### src/rtl/uart_tx_core.sv
// uart_tx_core
//   Serial transmitter for 8N1 framing, with an optional even-parity bit
//   inserted between D7 and the stop bit.
//   Frame layout: start(0), D0..D7 LSB first, [parity], stop(1). Each bit is
//   held for CLK_DIV clocks. After the stop bit, a one-cycle DONE state
//   drives the o_tx_done pulse.
//
// Parameters
//   CLK_DIV    clock cycles per bit (2..65535)
//   PARITY_EN  1 = insert an even-parity bit
//
// Ports
//   clk          system clock; all logic runs on the rising edge
//   rst_n        asynchronous, active-low reset
//   i_tx_start   send request; level-sampled, honoured only in IDLE
//   i_tx_data    byte to send; sampled on the acceptance edge only
//   o_tx_d       serial line (registered, idles high)
//   o_tx_busy    high while a frame is in flight (through DONE)
//   o_tx_done    one-cycle pulse once the stop bit has completed
module uart_tx_core #(
    parameter int unsigned CLK_DIV   = 434,
    parameter int unsigned PARITY_EN = 0
) (
    input  logic       clk,
    input  logic       rst_n,
    input  logic       i_tx_start,
    input  logic [7:0] i_tx_data,
    output logic       o_tx_d,
    output logic       o_tx_busy,
    output logic       o_tx_done
);

    localparam int TW = $clog2(CLK_DIV);
    localparam logic [TW-1:0] BIT_LAST = TW'(CLK_DIV - 1);

    typedef enum logic [2:0] {
        IDLE,
        START,
        DATA,
        PARITY,
        STOP,
        DONE
    } state_t;

    state_t        state, state_nxt;
    logic [TW-1:0] bit_tmr;
    logic [2:0]    bit_cnt;
    logic [7:0]    shreg;
    logic          par_bit;
    logic          bit_end;
    logic          accept;

    assign bit_end = (bit_tmr == BIT_LAST);
    assign accept  = (state == IDLE) && i_tx_start;

    // State register
    always_ff @(posedge clk or negedge rst_n) begin
        if (!rst_n) state <= IDLE;
        else        state <= state_nxt;
    end

    // Next-state logic
    always_comb begin
        state_nxt = state;
        case (state)
            IDLE:    if (i_tx_start) state_nxt = START;
            START:   if (bit_end)    state_nxt = DATA;
            DATA:    if (bit_end && bit_cnt == 3'd7)
                         state_nxt = (PARITY_EN != 0) ? PARITY : STOP;
            PARITY:  if (bit_end)    state_nxt = STOP;
            STOP:    if (bit_end)    state_nxt = DONE;
            DONE:    state_nxt = IDLE;
            default: state_nxt = IDLE;
        endcase
    end

    // Bit timer. Every state change except IDLE->START and DONE->IDLE falls
    // on a bit boundary, and the timer is already 0 in IDLE and DONE, so
    // clearing on bit_end also covers every state entry.
    always_ff @(posedge clk or negedge rst_n) begin
        if (!rst_n)
            bit_tmr <= '0;
        else if (state == IDLE || state == DONE || bit_end)
            bit_tmr <= '0;
        else
            bit_tmr <= bit_tmr + 1'b1;
    end

    // Data bit index; used only in DATA, and held at 0 elsewhere.
    always_ff @(posedge clk or negedge rst_n) begin
        if (!rst_n)
            bit_cnt <= '0;
        else if (state != DATA)
            bit_cnt <= '0;
        else if (bit_end)
            bit_cnt <= bit_cnt + 3'd1;
    end

    // Shift register. Parity is taken from the byte at acceptance, because
    // the register no longer holds the whole byte once it starts shifting.
    always_ff @(posedge clk or negedge rst_n) begin
        if (!rst_n) begin
            shreg   <= '0;
            par_bit <= 1'b0;
        end else if (accept) begin
            shreg   <= i_tx_data;
            par_bit <= ^i_tx_data;
        end else if (state == DATA && bit_end) begin
            shreg   <= {1'b0, shreg[7:1]};
        end
    end

    // Outputs are registered from the current state, so they trail the
    // state by one clock. The line is then driven only from a flop, and the
    // start bit begins on the edge after acceptance.
    always_ff @(posedge clk or negedge rst_n) begin
        if (!rst_n) begin
            o_tx_d    <= 1'b1;
            o_tx_busy <= 1'b0;
            o_tx_done <= 1'b0;
        end else begin
            case (state)
                START:   o_tx_d <= 1'b0;
                DATA:    o_tx_d <= shreg[0];
                PARITY:  o_tx_d <= par_bit;
                default: o_tx_d <= 1'b1;
            endcase
            o_tx_busy <= (state != IDLE);
            o_tx_done <= (state == DONE);
        end
    end

endmodule

### config.mk
export PLATFORM = sky130hd
export DESIGN_NAME = uart_tx_core
export DESIGN_NICKNAME = d
export VERILOG_FILES = /design/src/rtl/uart_tx_core.sv
export SDC_FILE = /design/constraint.sdc
export NUM_CORES = 1
export LEC_CHECK = 0
export CAP_MARGIN = 30
export CORE_MARGIN = 1.5
export CORE_UTILIZATION = 55
export DETAILED_ROUTE_END_ITERATION = 10
export PLACE_DENSITY_LB_ADDON = 0.05
export RECOVER_POWER = 50
export SLEW_MARGIN = 20
export SYNTH_ARGS = -nofsm -noshare
export SYNTH_HDL_FRONTEND = slang
export SYNTH_SLANG_ARGS = --single-unit
### constraint.sdc
create_clock -name clk -period 2.15 [get_ports clk]
set_clock_uncertainty 0.1 [all_clocks]
set_input_delay 0.215 -clock clk [delete_from_list [all_inputs] [get_ports clk]]
set_output_delay 0.215 -clock clk [all_outputs]
set_load 0.02 [all_outputs]
==> flow_metrics.env <==
export IMPL_pre_cts_ws_ns=0.208
export IMPL_syn_to_final_growth_pct=13.2
export IMPL_cts_setup_buffers=0
export IMPL_finalMaxSlewViolations=0
export IMPL_hold_viol_final=0
export IMPL_reg2regPathDepth=4
export IMPL_setup_violations=0
export IMPL_crit_type="reg2reg"
export IMPL_setup_worst_path_start="state[2]"
export IMPL_fin_crit_sh_pct=87.2
export IMPL_gp_congestion=0.709
export IMPL_firstDrtPassIters=4
export IMPL_htree_levels=1
export IMPL_path_common_cell="mux2_2"
export IMPL_cpPeakStageDelay_ns=0.54
export IMPL_crit_path_end="shreg[4]"
export IMPL_ioPinCount=14
export IMPL_cp_top_family="multiplexers"
export IMPL_cts_root_buf="clkbuf_4"
export IMPL_slowest_stage="dfrtp_1"
export IMPL_worst_setup_path_end_kind="register"
export IMPL_critPathRequiredTime_ns=2.28
export IMPL_start_kind="register"
export IMPL_drtAntennaViolNets=0
export IMPL_ctsHoldBuffers=0
export IMPL_tightest_slew_ns=1.41
export IMPL_overflow=0
export IMPL_seqPwrFrac_pct=64.4
export IMPL_grt_pass1_vias=792
export IMPL_critPathArrivalTime_ns=2.01
export IMPL_rsz0062_at_grt="no"
export IMPL_power_frac_comb_pct=8.4
export IMPL_core_area_sq_mm=0.00243
export IMPL_fin_crit_ns=1.87
export IMPL_clock_path_buffers=2
export IMPL_cts_tree="done"
export IMPL_reg2reg_from="state[2]"
export IMPL_cp_depth=4
export IMPL_ctsResizeCount=0
export IMPL_p_switching_mw=0.182
export IMPL_synthCells=126
export IMPL_avgSynthCellArea_sq_um=11.1
export IMPL_drtIter0Drc=13
export IMPL_fmax_mhz=534
export IMPL_drcViolationCount=0
export IMPL_syn_nets=141
export IMPL_initial_core_util_pct=57.5
export IMPL_nNetsFinal=157
export IMPL_regToRegSetupSlack_ns=0.28
export IMPL_cellPowerDensity_mw_per_mm2=512
export IMPL_maxSlewHeadroom_pct=6.13
export IMPL_crit_path_cell_trace="nor4b_2, buf_4, mux2_2, mux2_2"
export IMPL_port_buffers=13
export IMPL_clock_latency_ns=0.32
export IMPL_swShare_pct=22.5
export IMPL_critPathBufInv=1
export IMPL_worstPathMaxFanout=12
export IMPL_outcome="complete, no violations"
export IMPL_dp_hpwl_um=1620
export IMPL_grt_max_degree=28
export IMPL_wl_um=2170
export IMPL_synth_seq_cells=27
export IMPL_wire_per_inst_um=12.7
export IMPL_yosysWarnings=0
export IMPL_die_area_sq_mm=0.00285
export IMPL_hold_path_class="in2reg"
export IMPL_grt_pass1_wl_um=3590
export IMPL_antenna_found_initial=0
export IMPL_reg2reg_to="shreg[4]"
export IMPL_ys_seq_area_share_pct=48.4
export IMPL_clkTransAtPathRegs_ns=0.15
export IMPL_cts_made_buffers=3
export IMPL_rows=18
export IMPL_detail_route_vias_per_cell=5.44
export IMPL_intPower_mw=0.628
export IMPL_dieWidth_um=53.4
export IMPL_diodes=0
export IMPL_syn_cell_area_sq_mm=0.00140
export IMPL_setup_tns_ns=0
export IMPL_power_leakage_nw=0.667
export IMPL_max_cap_violations=0
export IMPL_synth_distinct_cells=30
export IMPL_setup_ws_ns=0.276
export IMPL_clkSinkCount=27
export IMPL_die_h_um=53.4
export IMPL_dr_total_vias=930
export IMPL_clkPwrFrac_pct=27.3
export IMPL_drive_above_1_share_pct=21.3
export IMPL_irDropWorstVdd_mv=0.397
export IMPL_grt_total_usage_pct=17.8
[per-stage QoR]
stage	hold slack [ns]	total power [mW]	utilization [%]	cells	cell area, sq um
after detailed placement	0.390	0.602	64.0	167	1560
after global placement	0.379	0.600	64.0	167	1560
after global routing	0.385	0.856	65.1	171	1580
after floorplan	-0.181	0.564	-	126	1400
after CTS	0.136	0.823	65.3	171	1590
final	0.396	0.810	65.1	171	1580
[final cells by class]
class	instances	area [sq um]
clock buffer	3	22.5
clock inverter	1	7.51
fill	196	848
inverter	3	11.3
multi-input combinational	91	679
sequential	27	677
tap	30	37.5
timing repair buffer	16	149
[layout by cell type (no fill, tap or decap), types with 2 or more instances in the layout]
| cell | Yosys | routed |
|---|---|---|
| nor2_1 | 13 | 13 |
| clkbuf_4 | 0 | 3 |
| buf_4 | 0 | 2 |
| inv_1 | 3 | 3 |
| mux2_2 | 14 | 14 |
| or3_1 | 2 | 2 |
| o21ai_0 | 4 | 4 |
| clkdlybuf4s50_1 | 0 | 12 |
| xor2_1 | 3 | 3 |
| nand3_1 | 4 | 4 |
| a21oi_1 | 8 | 8 |
| nor3_1 | 3 | 3 |
| nand2_1 | 11 | 11 |
| ha_1 | 4 | 4 |
| xnor2_1 | 11 | 11 |
| dfrtp_1 | 26 | 26 |
[power groups by stage]
stage / registers (mW) / clock network (mW) / logic (mW)
after CTS: 0.522 / 0.231 / 0.0707
after detailed placement: 0.531 / 0 / 0.0705
after floorplan: 0.530 / 0 / 0.0343
final: 0.521 / 0.221 / 0.0678
after global routing: 0.523 / 0.258 / 0.0749
after global placement: 0.531 / 0 / 0.0692
[sequential cells by signal, summed over array words and instances, names as in the netlist]
register,count
o_tx_done,1
o_tx_d,1
o_tx_busy,1
state,3
par_bit,1
bit_cnt,3
shreg,8
bit_tmr,9
[Yosys cell counts]
cell,n,area (sq um)
dfrtp_1,26,651
mux2_2,14,158
nor2_1,13,48.8
nand2_1,11,41.3
xnor2_1,11,96.3
a21oi_1,8,40.0
buf_2,4,20.0
ha_1,4,50.1
nand3_1,4,20.0
o21ai_0,4,20.0
inv_1,3,11.3
nor3_1,3,15.0
xor2_1,3,26.3
or3_1,2,12.5
a21oi_2,1,8.76
a22oi_1,1,7.51
and3_1,1,6.26
buf_6,1,11.3
dfstp_2,1,26.3
nand4_1,1,6.26
nor4_4,1,21.3
nor4b_2,1,15.0
o21ai_2,1,8.76
o22ai_1,1,6.26
o311ai_0,1,8.76
o41ai_4,1,27.5
or2_2,1,6.26
or2_4,1,8.76
or3b_2,1,8.76
or4_4,1,11.3
[worst min-delay path by stage]
| stage | start | end | slack (ns) | cells after the start |
|---|---|---|---|---|
| after floorplan | rst_n | bit_cnt[0] | -0.18 | 0 |
| after global placement | bit_tmr[0] | bit_tmr[0] | 0.38 | 1 |
| after detailed placement | bit_tmr[0] | bit_tmr[0] | 0.39 | 1 |
| after CTS | rst_n | state[0] | 0.14 | 2 |
| after global routing | i_tx_data[7] | shreg[7] | 0.39 | 3 |
| final | i_tx_data[7] | shreg[7] | 0.40 | 3 |
[per-layer routing]
layer / GRT usage [%] / part of all wire [%] / wire length, um / vias up
li1: - / - / - / 470
met1: 24.9 / 49 / 1070 / 440
met2: 26.5 / 46 / 991 / 18
met3: 2.54 / 3.5 / 75 / 2
met4: 8.97 / 1.4 / 31 / 0
met5: 0 / 0 / 0 / -
[logic make-up (layout without fill, tap and decap cells)]
group                      after synthesis  in the layout  synth area share, %
AOI/OAI and AO/OA                       18             18                 9.12
xor gates and xnor gates                14             14                 8.77
adders and majority gates                4              4                 3.58
buffers and inverters                    8             23                 3.04
DFF                                     27             27                 48.4
muxes                                   14             14                 11.3
and+or+nand+nor                         41             41                 15.8
[tightest hold or removal path: stages]
cell,delay (ns)
clkdlybuf4s50_1,0.44
nand2_1,0.07
o21ai_0,0.07
No activity file was read; power rests on OpenSTA's default activity.
